### config.mk
export PLATFORM = sky130hd
export DESIGN_NAME = i2c_controller
export DESIGN_NICKNAME = d
export VERILOG_FILES = /design/src/rtl/i2c_controller.sv
export SDC_FILE = /design/constraint.sdc
export NUM_CORES = 1
export LEC_CHECK = 0
export BUFFER_PORTS_ARGS = -buffer_cell sky130_fd_sc_hd__buf_2
export CORE_ASPECT_RATIO = 2
export CORE_MARGIN = 4
export CORE_UTILIZATION = 53
export CTS_CLUSTER_DIAMETER = 30
export DETAILED_ROUTE_END_ITERATION = 8
export PLACE_DENSITY = 0.8
export SYNTH_ARGS = -nofsm -noshare
export SYNTH_HDL_FRONTEND = slang
export SYNTH_SLANG_ARGS = --single-unit
export TNS_END_PERCENT = 20
### constraint.sdc
create_clock -name clk -period 2.4 [get_ports clk]
set_input_delay 0.48 -clock clk [delete_from_list [all_inputs] [get_ports clk]]
set_output_delay 0.48 -clock clk [all_outputs]
set_load 0.03 [all_outputs]
### src/rtl/i2c_controller.sv
// i2c_controller: single-byte I2C bus initiator (START, addr+R/W, ACK, data, ACK/NACK, STOP)
// Ports: clk, rst (async, active high); cmd_valid/cmd_ready handshake with cmd_addr, cmd_rw, cmd_wdata;
//        busy, done, nack, rd_data, rd_valid status; scl_in/sda_in sampled pins;
//        scl_oe/sda_oe open-drain enables (1 = pull the line low).
module i2c_controller #(
    parameter int CLK_DIV = 125
) (
    input  logic       clk,
    input  logic       rst,
    input  logic       cmd_valid,
    output logic       cmd_ready,
    input  logic [6:0] cmd_addr,
    input  logic       cmd_rw,
    input  logic [7:0] cmd_wdata,
    output logic       busy,
    output logic       done,
    output logic       nack,
    output logic [7:0] rd_data,
    output logic       rd_valid,
    input  logic       scl_in,
    output logic       scl_oe,
    input  logic       sda_in,
    output logic       sda_oe
);
    localparam int CW = $clog2(CLK_DIV);

    typedef enum logic [3:0] {IDLE, START, ADDR, ADDR_ACK, WDATA, WDATA_ACK, RDATA, RDATA_NACK, STOP} state_t;

    state_t        state;
    logic [CW-1:0] cnt;
    logic [1:0]    q;
    logic [2:0]    idx;
    logic [7:0]    shift, rx, wdata;
    logic          rw;
    logic          wrap, hold;

    assign wrap      = cnt == CW'(CLK_DIV - 1);
    // a subordinate holding SCL low freezes the quarter counter at the start of q2
    assign hold      = q == 2'd2 && cnt == '0 && !scl_in;
    assign cmd_ready = state == IDLE && !rst;

    // {scl_oe, sda_oe} for quarter p of a segment in state s; b is the bit being sent
    function automatic logic [1:0] lines(input state_t s, input logic [1:0] p, input logic b);
        lines = s == IDLE                ? 2'b00 :
                s == START               ? {p == 2'd3, p[1]} :
                s == STOP                ? {~p[1], p != 2'd3} :
                s == ADDR || s == WDATA  ? {~p[1], ~b} :
                                           {~p[1], 1'b0};
    endfunction

    always_ff @(posedge clk or posedge rst) begin
        if (rst) begin
            state    <= IDLE;
            cnt      <= '0;
            q        <= '0;
            idx      <= '0;
            shift    <= '0;
            rx       <= '0;
            wdata    <= '0;
            rw       <= 1'b0;
            scl_oe   <= 1'b0;
            sda_oe   <= 1'b0;
            busy     <= 1'b0;
            done     <= 1'b0;
            nack     <= 1'b0;
            rd_data  <= '0;
            rd_valid <= 1'b0;
        end else begin
            done     <= 1'b0;
            rd_valid <= 1'b0;
            if (state == IDLE) begin
                if (cmd_valid) begin
                    state <= START;
                    cnt   <= '0;
                    q     <= '0;
                    shift <= {cmd_addr, cmd_rw};
                    rw    <= cmd_rw;
                    wdata <= cmd_wdata;
                    nack  <= 1'b0;
                    busy  <= 1'b1;
                end
            end else begin
                cnt <= wrap ? '0 : cnt + CW'(!hold);
                if (wrap) begin
                    q <= q + 2'd1;
                    if (q != 2'd3) begin
                        {scl_oe, sda_oe} <= lines(state, q + 2'd1, shift[7]);
                    end else begin
                        case (state)
                            START: begin
                                state            <= ADDR;
                                idx              <= '0;
                                {scl_oe, sda_oe} <= lines(ADDR, 2'd0, shift[7]);
                            end
                            ADDR, WDATA, RDATA: begin
                                // rx shifts in every byte; only the last eight samples of RDATA survive
                                shift <= {shift[6:0], 1'b0};
                                rx    <= {rx[6:0], sda_in};
                                idx   <= idx + 3'd1;
                                if (idx == 3'd7) begin
                                    state            <= state == ADDR ? ADDR_ACK : state == WDATA ? WDATA_ACK : RDATA_NACK;
                                    {scl_oe, sda_oe} <= 2'b10;
                                end else begin
                                    {scl_oe, sda_oe} <= lines(state, 2'd0, shift[6]);
                                end
                            end
                            ADDR_ACK: begin
                                state            <= sda_in ? STOP : rw ? RDATA : WDATA;
                                nack             <= sda_in;
                                shift            <= wdata;
                                {scl_oe, sda_oe} <= {1'b1, sda_in || (!rw && !wdata[7])};
                            end
                            WDATA_ACK: begin
                                state            <= STOP;
                                nack             <= sda_in;
                                {scl_oe, sda_oe} <= 2'b11;
                            end
                            RDATA_NACK: begin
                                state            <= STOP;
                                {scl_oe, sda_oe} <= 2'b11;
                            end
                            default: begin
                                state            <= IDLE;
                                busy             <= 1'b0;
                                done             <= 1'b1;
                                {scl_oe, sda_oe} <= 2'b00;
                                if (rw && !nack) begin
                                    rd_data  <= rx;
                                    rd_valid <= 1'b1;
                                end
                            end
                        endcase
                    end
                end
            end
        end
    end
endmodule

==> metrics.md, run 1 <==
| Metric | Value |
|---|---|
| Outcome | finished clean |
| DR vias | 2,048 |
| Post-route ant nets | 0 |
| Setup Skew | about 0.012 ns |
| Total GRT Usage | 19.6% |
| Die Span Y | 112 um |
| Tmin final | 2.26 ns |
| Cell variety after synth | 50 |
| Post-layout power | 1.47 mW |
| Die Area | 6700 sq um |
| Final GP Congestion | 0.894 |
| Post-DP HPWL | 4250 um |
| TritonCTS sink count | 55 |
| Critical-path cell list | or4_4, nor2_1, buf_2 |
| TritonCTS clock tree | built |
| Synthesized Nets | ~280 |
| Post-route insts no fill | 346 |
| Achievable Freq | 443 MHz |
| Clock Tree Buf Depth | 2 |
| Slew margin rel. | between 40% and 50% |
| Cells after synthesis | 251 |
| IO buf count | 35 |
| Worst Path Required | 1.92 ns |
| Top FF cell, synth | dfrtp_1 |
| Cts bufs inserted | 5 |
| # diodes | 0 |
| RSZ-0062 raised after global routing | false |
| Slowest-stage cell, CP | or4_4 |
| Final Hold Vio Count | 0 |
| Drt total wl | about 5800 um |
| Area occupied by multi-input gates | 1370 sq um |
| 1st-iter DRT viols | 150 |
| Synth Warn # | 0 |
| Hold WC Path Type | input pin to asynchronous set/reset pin |
| Post-CTS Hold Buffers | 0 |
| Row count | 37 |
| WL per Instance | 16.7 um |
| CP Launch Type | register |
| Initial antenna violation count | 0 |
| Max-cap violation count | 0 |
| Drt first pass iters | 4 |
| Overflow after GRT | 0 |
| Root buffer cell | clkbuf_8 |
| Fin crit share | 94.1% |
| CP Class | register to output pin |
| I/O pin cnt | 36 |
| FF/Latch Area | about 1400 sq um |
| Register area share after synthesis | about half |
| Crit path max fanout | 13 |
| Largest net degree at the start of global routing | 31 |
| Met2 usage | 33.5% |
| Cells after DPL | around 340 |
| Share of cells above drive strength 1 | between 30% and 40% |
| Pwr dens | 461 nW/um^2 |
| Initial core utilization | 55.1% |
| Top cell type's share of synthesized area | between 40% and 50% |
| Routed vias/inst | 5.92 |
| Leak Pwr | roughly 1.4 nW |
| H-tree depth | 2 |
| Top-count cell post-synth | dfrtp_1 |
| Post-synth EDFFs | 0 |
| Worst-path clk slew | 0.10 ns |
| First-pass GRT wire length | 10,100 um |
| Area Growth Syn to Fin | 11.3% |
| Met3 GRT Util | 3.71% |
| Residual DRC | 0 |
| Critical Path Sink Type | output pin |
| Gr busiest metal | met2 |
| Mapped cell area | ~2900 sq um |
| Setup tns final | 0 ns |
| Fin. max-slew vios | 0 |
| Worst skew pair latency | 0.32 ns |
| Ys async rst share | between 90% and 100% |
| Worst-margin pin slew | 0.865 ns |
| Chip Width | 59.9 um |
| # nets final | 315 |
| Final setup fails | 0 |
| Post_cts resized | 0 |
| WP data arrival | 1.78 ns |
| Synthesized flop and latch total | 55 |
| Slowest Stage Delay on Critical Path | 0.62 ns |
| Cell taking the most area after synthesis | dfrtp_1 |
| Avg Cell Area, Syn | 11.4 sq um |
| Top cells by area, synth | dfrtp_1 48%, mux2_2 14%, ha_1 3.1% |
| Post-CTS Setup Inserts | 0 |
| M1 GR Usage | around 22% |
| Vias in the first global route | 2,191 |
| Top post-synthesis cells by count | 55 x dfrtp_1, 35 x mux2_2, 22 x nand2_1 |
| Core Footprint | 5180 sq um |
| Peak VDD IR | 0.000527 V |
| Fillers | between 400 and 500 |
cells in the final DEF, fill, tap and decap left out, drive strengths merged, types with 2 or more instances in the layout:
| cell type | netlist | final |
|---|---|---|
| dfrtp | 55 | 55 |
| buf | 12 | 44 |
| mux2 | 35 | 35 |
| nand2 | 22 | 22 |
| o21ai | 18 | 18 |
| nor2 | 13 | 13 |
| nand3 | 8 | 8 |
| mux2i | 8 | 8 |
| ha | 7 | 7 |
| inv | 7 | 7 |
| clkbuf | 3 | 7 |
| a21oi | 5 | 5 |
| a31oi | 5 | 5 |
| nor3 | 4 | 4 |
| nand4 | 4 | 4 |
| a22o | 4 | 4 |
| nand2b | 3 | 3 |
| nor3b | 3 | 3 |
| a32oi | 3 | 3 |
| o31ai | 3 | 3 |
| or2 | 2 | 2 |
| xor2 | 2 | 2 |
| a21o | 2 | 2 |
| o41a | 2 | 2 |
| o2bb2ai | 2 | 2 |
| and4 | 2 | 2 |
| or3 | 2 | 2 |
kinds of logic after synthesis:
| group | Yosys count | share of synthesized area [%] |
|---|---|---|
| buffers and inverters | 22 | 4.11 |
| muxes | 43 | 16.6 |
| adders and majority gates | 7 | 3.06 |
| AOI/OAI and AO/OA | 51 | 12.5 |
| and+or+nand+nor | 71 | 15.0 |
| xor gates and xnor gates | 2 | 0.613 |
| DFF | 55 | 48.1 |
where the power goes:
part	switching [mW]	leakage [nW]	total [mW]	internal [mW]
clock network	0.294	0.0422	0.499	0.206
logic	0.0251	0.702	0.0412	0.0161
registers	0.000607	0.668	0.927	0.927
per-stage QoR:
stage               worst slack (ns)  hold WS, ns  utilization (%)  cell area, sq um
global placement               0.434        0.483             59.8              3100
finish                         0.141        0.263             61.4              3180
CTS                            0.133        0.267             61.4              3180
detailed placement             0.371        0.491             59.8              3100
floorplan                      0.457        0.465                -              2860
global route                  0.0390        0.304             61.4              3180
critical path: cells and delay by family (launching register included):
| family | cells | cell delay (ns) |
|---|---|---|
| and+or+nand+nor | 2 | 0.72 |
| DFF | 1 | 0.55 |
| buffers and inverters | 1 | 0.20 |
area by class of cell:
| cell class | instances | share of cell area [%] |
|---|---|---|
| Clock buffer | 7 | 2.40 |
| Clock inverter | 1 | 0.157 |
| Inverter | 7 | 0.825 |
| Multi-Input combinational cell | 174 | 43.1 |
| Sequential cell | 55 | 43.2 |
| Tap cell | 58 | 2.28 |
| Timing Repair Buffer | 44 | 8.02 |
sequential cells by signal, indices dropped and copies added, names as in the netlist:
name / count
rd_valid: 1
state: 4
busy: 1
rw: 1
rx: 8
sda_oe: 1
cnt: 7
wdata: 8
done: 1
nack: 1
idx: 3
shift: 8
q: 2
scl_oe: 1
rd_data: 8
final timing paths:
kind | start | to | slack (ns) | cells after the start
max reg2reg | q[0] | cnt[4] | 0.36 | 10
max in group asynchronous | rst | wdata[0] | 1.56 | 3
min | rst | cnt[4] | 0.26 | 2
min in group clk | cmd_wdata[1] | wdata[1] | 0.39 | 2
min reg2reg | rx[7] | rx[7] | 0.51 | 1
max | state[1] | cmd_ready | 0.14 | 3
layer usage:
| metal | routed length, um | vias up |
|---|---|---|
| li1 | - | 986 |
| met1 | 2260 | 1013 |
| met2 | 3190 | 41 |
| met3 | 198 | 8 |
| met4 | 141 | 0 |
| met5 | 0 | - |
No activity file was read; power rests on OpenSTA's default activity.
==> run 2, diff against run 1 <==
--- a/config.mk
+++ b/config.mk
@@ -11,7 +11,7 @@
 export CORE_UTILIZATION = 53
 export CTS_CLUSTER_DIAMETER = 30
 export DETAILED_ROUTE_END_ITERATION = 8
-export PLACE_DENSITY = 0.8
+export PLACE_DENSITY = 0.82
 export SYNTH_ARGS = -nofsm -noshare
 export SYNTH_HDL_FRONTEND = slang
 export SYNTH_SLANG_ARGS = --single-unit
==> run 2 against run 1 <==
  * Global-route usage down 0.57 points
  * Flip-flop and latch count unchanged
  * Sequential power about the same
  * Register-to-register slack worse by 0.02 ns
  * Clock power down 0.8%
  * Total power down 0.37%
  * Utilization down 0.24 points
  * Via count up 2.6%
  * First-iteration DRC count down 23%
  * Clock skew down 0.0055 ns
  * Largest cell class unchanged
  * Largest power group unchanged
==> metrics.md, run 2 (synthesis results as in run 1) <==
| Metric | Value |
|---|---|
| Drt total wl | 5820 um (was 5790 um) |
| IO buf count | 35 (unchanged) |
| Post-DP HPWL | 4300 um (was 4250 um) |
| Setup tns final | 0 ns (unchanged) |
| I/O pin cnt | 36 (unchanged) |
| Residual DRC | 0 (unchanged) |
| Post-CTS Setup Inserts | 0 (unchanged) |
| Post-layout power | 1.46 mW (was 1.47 mW) |
| Area occupied by multi-input gates | 1370 sq um (unchanged) |
| Setup Skew | 0.00701 ns (was 0.0125 ns) |
| Total GRT Usage | 19.1% (was 19.6%) |
| Peak VDD IR | 0.000438 V (was 0.000527 V) |
| Largest net degree at the start of global routing | 23 (was 31) |
| Hold WC Path Type | input pin to asynchronous set/reset pin (unchanged) |
| Pwr dens | 461 nW/um^2 (about the same) |
| Fin. max-slew vios | 0 (unchanged) |
| Area Growth Syn to Fin | 10.9% (was 11.3%) |
| FF/Latch Area | 1380 sq um (unchanged) |
| CP Class | register to output pin (unchanged) |
| DR vias | 2,101 (was 2,048) |
| First-pass GRT wire length | 10,000 um (was 10,100 um) |
| Worst Path Required | 1.92 ns (about the same) |
| WP data arrival | 1.79 ns (was 1.78 ns) |
| Final Hold Vio Count | 0 (unchanged) |
| CP Launch Type | register (unchanged) |
| Leak Pwr | 1.40 nW (was 1.41 nW) |
| Most frequent cells in the layout | 55 x dfrtp_1, 35 x mux2_2, 35 x buf_2 (unchanged) |
| Overflow after GRT | 0 (unchanged) |
| # diodes | 0 (unchanged) |
| Tmin final | 2.27 ns (was 2.26 ns) |
| Achievable Freq | 440 MHz (was 443 MHz) |
| 1st-iter DRT viols | 115 (was 150) |
| Die Area | 6700 sq um (unchanged) |
| Leading cell type in the layout, fill and taps excluded | dfrtp_1 (unchanged) |
| Initial antenna violation count | 0 (unchanged) |
| Final GP Congestion | 0.882 (was 0.894) |
| Fin crit share | 94.7% (was 94.1%) |
| Fillers | 436 (was 451) |
| TritonCTS clock tree | built (unchanged) |
| Cts bufs inserted | 5 (unchanged) |
| Crit path max fanout | 13 (unchanged) |
| Post-CTS Hold Buffers | 0 (unchanged) |
| Critical Path Sink Type | output pin (unchanged) |
| WL per Instance | 16.9 um (was 16.7 um) |
| Chip Width | 59.9 um (unchanged) |
| Share of cells above drive strength 1 | 35.2% (was 34.7%) |
| Worst skew pair latency | 0.30 ns (was 0.32 ns) |
| Post-route ant nets | 0 (unchanged) |
| H-tree depth | 2 (unchanged) |
| # nets final | 314 (was 315) |
| Vias in the first global route | 2,143 (was 2,191) |
| Row count | 37 (unchanged) |
| Initial core utilization | 55.1% (unchanged) |
| Die Span Y | 112 um (unchanged) |
| Worst-path clk slew | 0.10 ns (about the same) |
| Post_cts resized | 0 (unchanged) |
| Max-cap violation count | 0 (unchanged) |
| Hold_ws | 0.179 ns (was 0.263 ns) |
| Clock Tree Buf Depth | 2 (unchanged) |
| Routed vias/inst | 6.09 (was 5.92) |
| Final setup fails | 0 (unchanged) |
| Worst-margin pin slew | 0.895 ns (was 0.865 ns) |
| TritonCTS sink count | 55 (unchanged) |
| RSZ-0062 raised after global routing | false (unchanged) |
| Util after Layout | 61.1% (was 61.4%) |
| Slew margin rel. | 40.1% (was 42.1%) |
| Root buffer cell | clkbuf_8 (unchanged) |
| Core Footprint | 5180 sq um (unchanged) |
| Drt first pass iters | 4 (unchanged) |
| Outcome | finished clean (unchanged) |
## run 2: cell types whose count changed in the layout (fill, tap and decap cells not counted), sizes merged
cell      change
clkinvlp      +2
buf           -1
clkbuf        -2
## run 2: cell type report
type | instances | share of cell area [%]
clock inverters | 3 | 0.631
flip-flops and latches | 55 | 43.4
well taps | 58 | 2.29
multi-input cells | 174 | 43.3
clock buffers | 5 | 2.17
inverters | 7 | 0.829
repair buffers | 43 | 7.42
## run 2: critical path: stages, from the launching register on
cell and delay (ns):
dfrtp_1 0.55, or4_4 0.63, nor2_1 0.11, buf_2 0.20
## run 2: worst paths after layout
path	cells after the start	slack, ns	startpoint	end
setup / recovery	3	0.13	state[1]	cmd_ready
hold / removal	2	0.18	rst	wdata[5]
setup reg to reg	8	0.34	cnt[1]	cnt[4]
hold reg to reg	1	0.51	rd_data[2]	rd_data[2]
max in group asynchronous	3	1.57	rst	rd_data[1]
min in group clk	2	0.40	cmd_wdata[6]	wdata[6]
## run 2: stage by stage
step / cell area [sq um] / setup WS [ns] / instances
final: 3170 / 0.127 / 345
after floorplan: 2860 / 0.457 / 251
after CTS: 3170 / 0.123 / 345
after detailed placement: 3080 / 0.361 / 337
after global routing: 3170 / 0.0572 / 345
after global placement: 3080 / 0.439 / 337
## run 2: per-layer routing
| layer | wire length, um | GRT usage, % | up-vias |
|---|---|---|---|
| li1 | - | - | 988 |
| met5 | 0 | 0 | - |
| met4 | 170 | 7.10 | 0 |
| met3 | 251 | 2.32 | 15 |
| met2 | 3270 | 34.8 | 66 |
| met1 | 2140 | 21.3 | 1032 |
## run 2: power by group
group          switching, mW  leakage [nW]  internal [mW]  total (mW)
Clock                  0.292        0.0402          0.204       0.495
Combinational         0.0246         0.691         0.0150      0.0395
Sequential          0.000602         0.668          0.927       0.927
Total                  0.317          1.40           1.15        1.46
